### src/rtl/comp_seq.sv
// Iterative two-bit-per-cycle magnitude comparator with a start/done handshake.
// Operands are walked MSB-first and the walk stops at the first differing digit pair.
module comp_seq #(
    parameter int WIDTH  = 32,
    parameter bit SIGNED = 1'b1
) (
    input  logic                                                   clock,
    input  logic                                                   reset_n,
    input  logic                                                   start,
    input  logic [WIDTH-1:0]                                       a,
    input  logic [WIDTH-1:0]                                       b,
    output logic                                                   busy,
    output logic                                                   done,
    output logic                                                   eq,
    output logic                                                   gt,
    output logic                                                   lt,
    output logic [(($clog2(WIDTH/2+1) > 5) ? $clog2(WIDTH/2+1) : 5)-1:0] steps
);

    localparam int DIGITS  = WIDTH / 2;
    localparam int IDX_W   = (DIGITS > 1) ? $clog2(DIGITS) : 1;
    localparam int STEPS_W = ($clog2(DIGITS + 1) > 5) ? $clog2(DIGITS + 1) : 5;

    typedef enum logic [1:0] {
        IDLE = 2'd0,
        CMP  = 2'd1,
        DONE = 2'd2
    } state_t;

    state_t             state_q, state_d;
    logic [WIDTH-1:0]   a_q, a_d;
    logic [WIDTH-1:0]   b_q, b_d;
    logic [IDX_W-1:0]   idx_q, idx_d;
    logic [STEPS_W-1:0] steps_q, steps_d;
    logic               eq_q, eq_d;
    logic               gt_q, gt_d;
    logic               lt_q, lt_d;
    logic               eq_run_q, eq_run_d;
    logic               gt_run_q, gt_run_d;

    logic [1:0] dig_a;
    logic [1:0] dig_b;
    logic       first_digit;
    logic       sign_split;
    logic       dig_gt;
    logic       dig_eq;
    logic       eq_nx;
    logic       gt_nx;

    // Operands shift left each step, so the digit under test always sits at the top.
    assign dig_a       = a_q[WIDTH-1 -: 2];
    assign dig_b       = b_q[WIDTH-1 -: 2];
    assign first_digit = (idx_q == IDX_W'(DIGITS - 1));
    assign sign_split  = SIGNED && first_digit && (a_q[WIDTH-1] != b_q[WIDTH-1]);
    assign dig_gt      = sign_split ? ~a_q[WIDTH-1] : (dig_a > dig_b);
    assign dig_eq      = ~sign_split && (dig_a == dig_b);
    assign eq_nx       = eq_run_q & dig_eq;
    assign gt_nx       = gt_run_q | (eq_run_q & dig_gt);

    always_ff @(posedge clock or negedge reset_n) begin
        if (!reset_n) begin
            state_q  <= IDLE;
            a_q      <= '0;
            b_q      <= '0;
            idx_q    <= '0;
            steps_q  <= '0;
            eq_q     <= 1'b0;
            gt_q     <= 1'b0;
            lt_q     <= 1'b0;
            eq_run_q <= 1'b0;
            gt_run_q <= 1'b0;
        end else begin
            state_q  <= state_d;
            a_q      <= a_d;
            b_q      <= b_d;
            idx_q    <= idx_d;
            steps_q  <= steps_d;
            eq_q     <= eq_d;
            gt_q     <= gt_d;
            lt_q     <= lt_d;
            eq_run_q <= eq_run_d;
            gt_run_q <= gt_run_d;
        end
    end

    always_comb begin
        state_d  = state_q;
        a_d      = a_q;
        b_d      = b_q;
        idx_d    = idx_q;
        steps_d  = steps_q;
        eq_d     = eq_q;
        gt_d     = gt_q;
        lt_d     = lt_q;
        eq_run_d = eq_run_q;
        gt_run_d = gt_run_q;

        case (state_q)
            IDLE, DONE: begin
                if (start) begin
                    a_d      = a;
                    b_d      = b;
                    idx_d    = IDX_W'(DIGITS - 1);
                    steps_d  = '0;
                    eq_d     = 1'b0;
                    gt_d     = 1'b0;
                    lt_d     = 1'b0;
                    eq_run_d = 1'b1;
                    gt_run_d = 1'b0;
                    state_d  = CMP;
                end else begin
                    state_d  = IDLE;
                end
            end
            CMP: begin
                steps_d  = steps_q + STEPS_W'(1);
                a_d      = a_q << 2;
                b_d      = b_q << 2;
                eq_run_d = eq_nx;
                gt_run_d = gt_nx;
                if (!eq_nx || idx_q == '0) begin
                    eq_d    = eq_nx;
                    gt_d    = gt_nx;
                    lt_d    = ~eq_nx & ~gt_nx;
                    state_d = DONE;
                end else begin
                    idx_d   = idx_q - IDX_W'(1);
                end
            end
            default: state_d = IDLE;
        endcase
    end

    assign busy  = (state_q == CMP);
    assign done  = (state_q == DONE);
    assign eq    = eq_q;
    assign gt    = gt_q;
    assign lt    = lt_q;
    assign steps = steps_q;

endmodule

### config.mk
export PLATFORM = sky130hd
export DESIGN_NAME = comp_seq
export DESIGN_NICKNAME = d
export VERILOG_FILES = /design/src/rtl/comp_seq.sv
export SDC_FILE = /design/constraint.sdc
export NUM_CORES = 1
export LEC_CHECK = 0
export CAP_MARGIN = 0
export CORE_MARGIN = 1.5
export CORE_UTILIZATION = 54
export DETAILED_ROUTE_END_ITERATION = 16
export GPL_ROUTABILITY_DRIVEN = 0
export PLACE_DENSITY = 0.9
export SYNTH_ARGS = -nofsm -noshare
export SYNTH_HDL_FRONTEND = slang
export SYNTH_SLANG_ARGS = --single-unit
export TNS_END_PERCENT = 100
### constraint.sdc
create_clock -name clock -period 2.9 [get_ports clock]
set_clock_uncertainty 0.15 [all_clocks]
set_input_delay 0.58 -clock clock [delete_from_list [all_inputs] [get_ports clock]]
set_output_delay 0.58 -clock clock [all_outputs]
set_load 0.005 [all_outputs]
# After elaboration in Yosys (flattened, before gate mapping)
# Cells that the tools add are included.
[word_totals]
reg_bits = 80
output_inout_bits = 10
word_cells = 63
in_bits = 67
[op_classes]
n_addsub = 2
n_mux = 23
n_lt_le_gt_ge = 1
bitwise = 8
n_eq_ne = 8
reduce_logical = 11
[op_table]
columns = ["op", "n"]
rows = [
  ["$pmux W32 S2", 2],
  ["$mux W32", 2],
  ["$pmux W1 S2", 5],
  ["$pmux W5 S2", 1],
  ["$mux W4", 2],
  ["$pmux W4 S2", 1],
  ["$mux W1", 7],
  ["$reduce_and A3 Y1", 2],
  ["$add A5 B1 Y5 const B", 1],
  ["$mux W5", 1],
  ["$eq A4 B4 Y1 const B", 1],
  ["$logic_not A4 Y1", 1],
  ["$ne A2 B2 Y1 const B", 2],
  ["$not A1 Y1", 4],
  ["$pmux W2 S2", 1],
  ["$sub A4 B1 Y4 const B", 1],
  ["$and A1 B1 Y1", 3],
  ["$eq A2 B1 Y1 const B", 1],
  ["$eq A2 B2 Y1", 1],
  ["$eq A2 B2 Y1 const B", 1],
  ["$gt A2 B2 Y1", 1],
  ["$logic_and A1 B1 Y1", 2],
  ["$logic_not A2 Y1", 1],
  ["$mux W2", 1],
  ["8 further kinds", 8],
]

# Depth between registers and ports, before layout
# Gate-level depths: netlist of the first run.
[logic_depth]
depth_word = 9
depth_mapped = 6
depth_no_buf = 6

# Worst setup path before layout of the first run
# OpenSTA, ideal clock, no wires.
[synth_timing]
path_kind = "register to register"
startpoint = "reg a_q[31]"
endpoint = "reg idx_q[3]"
path_stages_with_launch = 6
slack_ns = 1.296
setup_time_ns = 0.124
t_arrival_ns = 1.330
period_less_slack_ns = 1.604
required_time_ns = 2.626
n_path_buf = 0
cell_sequence = "dfrtp_1 > ha_1 > nand3_1 > nor3_4 > and4_1 > nor2_1"
[synth_between]
elab_chain_len = 9
word_cells_on_any_way = 10
classes_between = "eq/ne (3); bitwise (2); reduce/logical (5)"
[synth_rtl]
columns = ["element", "line_no", "rtl"]
rows = [
  ["start, declared", "31", "logic [WIDTH-1:0] a_q, a_d;"],
  ["start signal, assigned", "63", "a_q <= '0;"],
  ["start signal, assigned", "74", "a_q <= a_d;"],
  ["$ne A1 B1 Y1", "54", "assign sign_split = SIGNED && first_digit && (a_q[WIDTH-1] != b_q[WIDTH-1]);"],
  ["$logic_and A1 B1 Y1", "54", ""],
  ["$not A1 Y1", "56", "assign dig_eq = ~sign_split && (dig_a == dig_b);"],
  ["$logic_and A1 B1 Y1 *", "56", ""],
  ["$and A1 B1 Y1 *", "57", "assign eq_nx = eq_run_q & dig_eq;"],
  ["$logic_not A1 Y1 *", "121", "if (!eq_nx || idx_q == '0) begin"],
  ["$logic_or A1 B1 Y1 *", "121", ""],
  ["$ne A2 B2 Y1 (no line) *", "-", ""],
  ["$reduce_and A3 Y1 (no line) *", "-", ""],
  ["end signal, assigned", "76", "idx_q <= idx_d;"],
  ["end, declared", "33", "logic [IDX_W-1:0] idx_q, idx_d;"],
]
# Mark *: on every way between the ends. The rest lies on a longest branch, timed or not.
# A chain may end at the register's enable or synchronous reset.

# Final worst setup path of the first run
[layout_timing]
startpoint = "reg state_q[0]"
endpoint = "out busy"
[layout_between]
elab_chain_len = 1
[layout_rtl]
columns = ["element", "line_no", "rtl"]
rows = [
  ["start, declared", "30", "state_t state_q, state_d;"],
  ["start signal, assigned", "73", "state_q <= state_d;"],
  ["$eq A2 B1 Y1", "134", "assign busy = (state_q == CMP);"],
  ["end, declared", "12", "output logic busy,"],
]
# Every way passes these cells.

==> reports/qor.tcl, run 1 <==
set qor(run_status) {complete, no violations}
set qor(drt-pass1-iter-count) 5
set qor(timing_worst_slew_pin_value_ns) 0.978
set qor(place_ws_ns) 0.636
set qor(hold-worst-slack_ns) 0.219
set qor(hp-class) {primary input to asynchronous set/reset pin}
set qor(cells_after_synthesis) 341
set qor(pin_count_of_the_biggest_net_entering_global_routing) 81
set qor(finalSetupViolations) 0
set qor(post_dp_cell_area_sq_um) 4270
set qor(totalWireLength_mm) 7.52
set qor(slew_viols_final) 0
set qor(r2r.worst_path.cells) 6
set qor(synthAdderAreaFrac) 0.0178
set qor(finalCoreUtilization) 0.710
set qor(crit_family) {buffers and inverters}
set qor(fin_ws_ns) 0.440
set qor(cp_cell_sequence) {nand2b_4, inv_4, clkdlybuf4s50_1}
set qor(fin_crit_sh) 0.848
set qor(grt_first_pass_wirelength_mm) 12.7
set qor(max_stage_delay_ns) 0.55
set qor(fraction_of_the_mapped_netlist_area_in_simple_logic_gates) 0.181
set qor(boundaryPins) 77
set qor(crit-reg2reg-capture) {a_q[0]}
set qor(post_cts.repair.setup_buffers) 0
set qor(max-vdd-ir-drop_mv) 0.663
set qor(cell_total_after_placement) 476
set qor(worst_r2r_startpoint) {state_q[0]}
set qor(timing.max_cap.violations) 0
set qor(vias) 2777
set qor(hold_viol_final) 0
set qor(clk_pin_slew_ns) 0.08
set qor(clkSinkCount) 80
set qor(hpwl_mm) 4.83
set qor(grt_pass1_vias) 2703
set qor(n_fill_cell) 494
set qor(floorplan.die.width_um) 83.7
set qor(ctsHoldBuffers) 0
set qor(combined_global_route_utilization_of_all_metal_layers) 0.227
set qor(fin_crit_ns) 2.46
set qor(switching_share) 0.354
set qor(p_leak_nw) 2.13
set qor(antenna_left) 0
set qor(std_cell_rows) 29
set qor(synth-seq-area-share) 0.569
set qor(dr.first_iter.drc_count) 239
set qor(clockRootBuffer) {sky130_fd_sc_hd__clkbuf_8}
set qor(instances_no_fill) 492
set qor(synth-seq-cells) 80
set qor(die_area_sq_um) 7010
set qor(synth-warning-count) 0
set qor(worst_slew_margin_rel) 0.348
set qor(die_h_um) 83.7
set qor(grt_setup_unrepaired) {no}
set qor(yosysTopAreaCell) {sky130_fd_sc_hd__dfrtp_1}
set qor(relative_contribution_of_combinational_cells_to_total_power) 0.344
set qor(pwr-share-clk) 0.210
set qor(cp-start-kind) {flop}
set qor(antenna_violations_before_repair) 0
set qor(power_report.internal_total_mw) 2.78
set qor(drc) 0
set qor(worst_setup_path_end_kind) {output port}
set qor(synth_compound_area_frac) 0.179
set qor(core_region_area_sq_um) 6310
set qor(vias_per_cell) 5.64
set qor(routedWlPerCell_um) 15.3
set qor(p_total_mw) 4.30
set qor(setup-tns-final_ns) 0
set qor(timing.critical_path.slowest_stage_cell) {sky130_fd_sc_hd__clkdlybuf4s50_1}
set qor(power_density_nw_per_um2) 958
set qor(yosys.area.top_type_share) 0.569
set qor(fmax_ghz) 0.407
set qor(post_route_cells_drive_above_1_share) 0.0627
set qor(sequentialPowerShare) 0.447
set qor(final_nets) 482
set qor(synth_xor_area_frac) 0
set qor(ctsLongestPathBuffers) 2
set qor(dominant_combinational_cell_family_by_area_after_synthesis) {simple AND/OR/NAND/NOR gates}
set qor(start_util) 0.557
set qor(r2r_setup_slack_ns) 0.69
set qor(synthMuxAreaShare) 0
set qor(timing_worst_setup_path_type) {flop to output port}
set qor(synth.distinct_cells) 33
set qor(antenna_cells) 0
set qor(cp_num_buf_inv) 2
set qor(critPathArrivalTime_ns) 1.73
set qor(io_buffers) 76
set qor(post_synth_main_area_contributors) {sky130_fd_sc_hd__dfrtp_1, sky130_fd_sc_hd__nand2_1, sky130_fd_sc_hd__a22oi_1}
set qor(netlist_area_pre_place_sq_um) 3520
set qor(timing.critical_path.required_ns) 2.17
set qor(clock_tree_from_tritoncts) {yes}
set qor(grt.overflow.total) 0
set qor(cts_resized) 0
set qor(syn2layout_area_growth_pct) 27.5
set qor(cts_buffers) 9
set qor(critPathMaxFanout) 25
set qor(clock_insertion_delay_worst_skew_ns) 0.36
set qor(mappedNetlistNets) 413
set qor(finish.instance_area_sq_um) 4490
set qor(clock_tree.htree_level_count) 3
set qor(switching_power_mw) 1.52
set qor(syn_avg_cell_area_sq_um) 10.3
-- synth_stat cells --
master,instances
sky130_fd_sc_hd__or2_1,1
sky130_fd_sc_hd__nand2b_4,1
sky130_fd_sc_hd__o211a_1,1
sky130_fd_sc_hd__nor2b_1,3
sky130_fd_sc_hd__dfrtp_1,80
sky130_fd_sc_hd__inv_1,5
sky130_fd_sc_hd__ha_1,5
sky130_fd_sc_hd__o21a_1,3
sky130_fd_sc_hd__inv_4,1
sky130_fd_sc_hd__nor2_8,1
sky130_fd_sc_hd__nand3_1,3
sky130_fd_sc_hd__o211ai_1,1
sky130_fd_sc_hd__o22ai_1,1
sky130_fd_sc_hd__a22o_1,6
sky130_fd_sc_hd__and4b_1,1
sky130_fd_sc_hd__a22oi_1,57
sky130_fd_sc_hd__a221o_1,3
sky130_fd_sc_hd__nor3_4,1
sky130_fd_sc_hd__nand4_1,2
sky130_fd_sc_hd__nand2b_1,1
sky130_fd_sc_hd__a211oi_1,2
sky130_fd_sc_hd__a31oi_1,2
sky130_fd_sc_hd__nor3b_4,1
sky130_fd_sc_hd__and4_1,1
sky130_fd_sc_hd__nand2_1,122
sky130_fd_sc_hd__nor3_1,4
sky130_fd_sc_hd__buf_6,9
sky130_fd_sc_hd__o31a_1,1
sky130_fd_sc_hd__a21o_1,1
sky130_fd_sc_hd__buf_2,12
sky130_fd_sc_hd__o21ai_0,4
sky130_fd_sc_hd__o21ai_1,2
sky130_fd_sc_hd__nor2_1,3
-- cells by family (layout without fill, tap and decap cells) --
logic type,count (synthesis),count (layout)
simple gates,145,145
compound gates,84,84
flops,80,80
buf+inv,27,101
fa+ha+maj,5,5
-- how the worst max path moves through the flow --
stage	from	endpoint	slack, ns	cells after the start
after global routing	state_q[0]	busy	0.37	3
after CTS	state_q[0]	busy	0.42	3
after floorplan	a_q[31]	idx_q[3]	1.30	5
after global placement	start	b_q[31]	0.66	5
final	state_q[0]	busy	0.44	3
after detailed placement	start	b_q[31]	0.64	5
-- flip-flops by register name, summed over array words and instances (netlist names) --
name	cells
steps	5
state_q	2
gt_run_q	1
eq	1
idx_q	4
a_q	32
gt	1
b_q	32
lt	1
eq_run_q	1
-- power by group through the flow --
| stage | Combinational (mW) | Sequential, mW | Clock (mW) |
|---|---|---|---|
| finish | 1.48 | 1.92 | 0.901 |
| global route | 1.67 | 1.98 | 0.962 |
| CTS | 1.49 | 1.91 | 0.917 |
| detailed placement | 1.48 | 1.92 | 0 |
| global placement | 1.41 | 1.89 | 0 |
| floorplan | 1.15 | 1.84 | 0 |
-- cell usage in the layout, fill, tap and decap left out, types with 2 or more instances in the layout --
master / count
sky130_fd_sc_hd__ha_1: 5
sky130_fd_sc_hd__o21ai_0: 4
sky130_fd_sc_hd__o21ai_1: 2
sky130_fd_sc_hd__clkbuf_8: 10
sky130_fd_sc_hd__a22o_1: 6
sky130_fd_sc_hd__clkdlybuf4s50_1: 75
sky130_fd_sc_hd__nand4_1: 2
sky130_fd_sc_hd__buf_12: 2
sky130_fd_sc_hd__clkinv_2: 3
sky130_fd_sc_hd__inv_1: 5
sky130_fd_sc_hd__nor2_1: 3
sky130_fd_sc_hd__a22oi_1: 57
sky130_fd_sc_hd__a211oi_1: 2
sky130_fd_sc_hd__a221o_1: 3
sky130_fd_sc_hd__a31oi_1: 2
sky130_fd_sc_hd__nand3_1: 3
sky130_fd_sc_hd__bufinv_16: 2
sky130_fd_sc_hd__nand2_1: 122
sky130_fd_sc_hd__buf_4: 2
sky130_fd_sc_hd__dfrtp_1: 80
sky130_fd_sc_hd__o21a_1: 3
sky130_fd_sc_hd__nor2b_1: 2
sky130_fd_sc_hd__nor3_1: 4
-- per-layer routing --
metal	share of wire	GRT usage	routed length, um
met5	0	0	0
met4	0.018	0.0924	139
met3	0.062	0.0593	464
met2	0.47	0.334	3550
met1	0.45	0.324	3370
-- final cells by class --
| type | instances | area [sq um] | share of cell area |
|---|---|---|---|
| flip-flops and latches | 80 | 2000 | 0.446 |
| inverters | 6 | 25.0 | 0.00558 |
| clock buffers | 10 | 138 | 0.0307 |
| clock inverters | 6 | 82.6 | 0.0184 |
| repair buffers | 79 | 806 | 0.180 |
| multi-input cells | 234 | 1340 | 0.298 |
| well taps | 77 | 96.3 | 0.0215 |
(Power assumes the default switching activity.)
==> inputs of run 2 (changes only) <==
--- a/config.mk
+++ b/config.mk
@@ -7,10 +7,10 @@
 export LEC_CHECK = 0
 export CAP_MARGIN = 0
 export CORE_MARGIN = 1.5
-export CORE_UTILIZATION = 54
+export CORE_UTILIZATION = 50
 export DETAILED_ROUTE_END_ITERATION = 16
 export GPL_ROUTABILITY_DRIVEN = 0
-export PLACE_DENSITY = 0.9
+export PLACE_DENSITY = 0.85
 export SYNTH_ARGS = -nofsm -noshare
 export SYNTH_HDL_FRONTEND = slang
 export SYNTH_SLANG_ARGS = --single-unit
==> constraint.sdc (replaced) <==
create_clock -name clock -period 2.6 [get_ports clock]
set_clock_uncertainty 0.15 [all_clocks]
set_input_delay 0.52 -clock clock [delete_from_list [all_inputs] [get_ports clock]]
set_output_delay 0.52 -clock clock [all_outputs]
set_load 0.005 [all_outputs]
==> run 2 against run 1 <==
Die area up 7.7%. Sequential share of layout area down 0.71 points. Sequential cell count unchanged. Highest routed layer unchanged. Critical path type unchanged. Clock power up 11%. Via count down 0.86%. Power up 12%. Sequential power up 11%. Core utilization down 4.0 points.
==> reports/qor.tcl, run 2 (synthesis results as in run 1) <==
set qor(ctsHoldBuffers) 1 ;# +1
set qor(final_nets) 488 ;# +1.2%
set qor(fin_crit_sh) 0.824
set qor(antenna_left) 0 ;# unchanged
set qor(slew_viols_final) 0 ;# unchanged
set qor(r2r_setup_slack_ns) 0.67 ;# -0.02 ns
set qor(fmax_ghz) 0.467
set qor(p_leak_nw) 2.15 ;# +1.1%
set qor(run_status) {complete, no violations}
set qor(crit-reg2reg-capture) {b_q[23]}
set qor(clock_insertion_delay_worst_skew_ns) 0.34 ;# -0.02 ns
set qor(io_buffers) 76 ;# unchanged
set qor(antenna_cells) 0 ;# unchanged
set qor(clk_pin_slew_ns) 0.08 ;# about the same
set qor(die_area_sq_um) 7550 ;# +7.7%
set qor(leading_cell_type_in_the_layout_fill_and_taps_excluded) {sky130_fd_sc_hd__nand2_1}
set qor(power_density_nw_per_um2) 1050 ;# +9.8%
set qor(combined_global_route_utilization_of_all_metal_layers) 0.214 ;# -0.0134
set qor(cts_resized) 0 ;# unchanged
set qor(r2r.worst_path.cells) 6 ;# unchanged
set qor(final-seq-area_sq_um) 2000 ;# unchanged
set qor(multi_input_gate_area_in_the_final_layout_sq_um) 1340 ;# unchanged
set qor(grt_first_pass_wirelength_mm) 12.7 ;# +0.28%
set qor(cts_buffers) 9 ;# unchanged
set qor(start_util) 0.518 ;# -0.0394
set qor(vias) 2753 ;# -0.86%
set qor(ctsLongestPathBuffers) 2 ;# unchanged
set qor(boundaryPins) 77 ;# unchanged
set qor(grt_pass1_vias) 2670 ;# -1.2%
set qor(max_stage_delay_ns) 0.48 ;# -0.07 ns
set qor(finalSetupViolations) 0 ;# unchanged
set qor(post_route_cells_drive_above_1_share) 0.0713 ;# +0.00861
set qor(vias_per_cell) 5.32 ;# -5.7%
set qor(drc) 0 ;# unchanged
set qor(critical_path.startpoint) {state_q[0]}
set qor(max-vdd-ir-drop_mv) 0.505 ;# -24%
set qor(timing_worst_setup_path_type) {flop to output port}
set qor(timing.max_cap.violations) 0 ;# unchanged
set qor(core_region_area_sq_um) 6790 ;# +7.6%
set qor(dr.first_iter.drc_count) 149 ;# -38%
set qor(clkSinkCount) 80 ;# unchanged
set qor(p_total_mw) 4.80 ;# +12%
set qor(cp_cell_sequence) {nand2b_4, inv_4, clkdlybuf4s50_1}
set qor(final_cell_mix) {sky130_fd_sc_hd__nand2_1, sky130_fd_sc_hd__dfrtp_1, sky130_fd_sc_hd__clkdlybuf4s50_1, sky130_fd_sc_hd__a22oi_1, sky130_fd_sc_hd__clkbuf_8}
set qor(critPathCapture) {busy}
set qor(pin_count_of_the_biggest_net_entering_global_routing) 61 ;# -25%
set qor(hpwl_mm) 4.82 ;# about the same
set qor(worst_r2r_startpoint) {state_q[0]}
set qor(syn2layout_area_growth_pct) 29.6
set qor(timing.critical_path.required_ns) 1.93 ;# -0.24 ns
set qor(totalWireLength_mm) 7.46 ;# -0.76%
set qor(antenna_violations_before_repair) 0 ;# unchanged
set qor(worst_setup_path_end_kind) {output port}
set qor(hp-class) {flop to flop}
set qor(drt-pass1-iter-count) 5 ;# unchanged
set qor(worst_slew_margin_rel) 0.629 ;# +0.281
set qor(timing.critical_path.slowest_stage_cell) {sky130_fd_sc_hd__clkdlybuf4s50_1}
set qor(setup-tns-final_ns) 0 ;# unchanged
set qor(std_cell_rows) 30 ;# +3.4%
set qor(fin_crit_ns) 2.14
set qor(grt_setup_unrepaired) {no}
set qor(clockRootBuffer) {sky130_fd_sc_hd__clkbuf_8}
set qor(clock_tree_from_tritoncts) {yes}
set qor(post_cts.repair.setup_buffers) 0 ;# unchanged
set qor(die_h_um) 86.9 ;# +3.8%
set qor(grt.overflow.total) 0 ;# unchanged
set qor(routedWlPerCell_um) 14.4 ;# -5.6%
set qor(hold_viol_final) 0 ;# unchanged
set qor(timing_worst_slew_pin_value_ns) 0.557 ;# -0.421 ns
set qor(floorplan.die.width_um) 86.9 ;# +3.8%
set qor(critPathMaxFanout) 4 ;# -84%
set qor(critPathArrivalTime_ns) 1.47 ;# -0.26 ns
set qor(cp-start-kind) {flop}
set qor(n_fill_cell) 535 ;# +8.3%
set qor(clock_tree.htree_level_count) 3 ;# unchanged
run 2: changes by cell type in the layout (fill, tap and decap cells not counted), sizes merged:
cell,delta
buf,+5
clkinv,-2
clkbuf,+1
clkinvlp,+1
dlygate4sd3,+1
run 2: routing by layer:
| metal | share of wire | track usage |
|---|---|---|
| met1 | 0.48 | 0.315 |
| met2 | 0.47 | 0.323 |
| met3 | 0.038 | 0.0341 |
| met4 | 0.014 | 0.0748 |
| met5 | 0 | 0 |
run 2: layout make-up:
type                       instances  share of cell area
sequential                        80               0.439
clock buffer                      11              0.0310
tap                               96              0.0264
clock inverter                     5              0.0176
timing repair buffer              85               0.187
inverter                           6             0.00549
multi-input combinational        234               0.293
run 2: stage by stage:
stage	hold slack, ns	instances	util	instance area [sq um]	setup slack (ns)
finish	0.329	517	0.671	4560	0.457
global route	0.356	517	0.671	4560	0.378
CTS	0.332	517	0.671	4560	0.430
detailed placement	0.275	500	0.637	4330	0.384
global placement	0.270	500	0.637	4330	0.418
floorplan	0.0744	341	-	3520	0.996
run 2: critical path, delay by kind of cell, from the launching register on:
family                 cells  cell delay [ns]
DFF                        1             0.47
buffers and inverters      2             0.54
and+or+nand+nor            1             0.12
run 2: worst min path at each step:
stage	startpoint	endpoint	slack, ns	depth (start not counted)
final	a_q[3]	a_q[3]	0.33	2
after global routing	b_q[21]	b_q[21]	0.36	2
after CTS	b_q[21]	b_q[21]	0.33	2
after detailed placement	reset_n	eq	0.28	1
after global placement	reset_n	gt	0.27	1
after floorplan	reset_n	a_q[0]	0.07	0
run 2: where the power goes:
part | total, mW | switching [mW] | leakage [nW] | internal, mW
Clock | 1.00 | 0.437 | 0.106 | 0.566
Sequential | 2.13 | 0.329 | 0.974 | 1.80
Combinational | 1.66 | 0.907 | 1.07 | 0.756
Total | 4.80 | 1.67 | 2.15 | 3.12
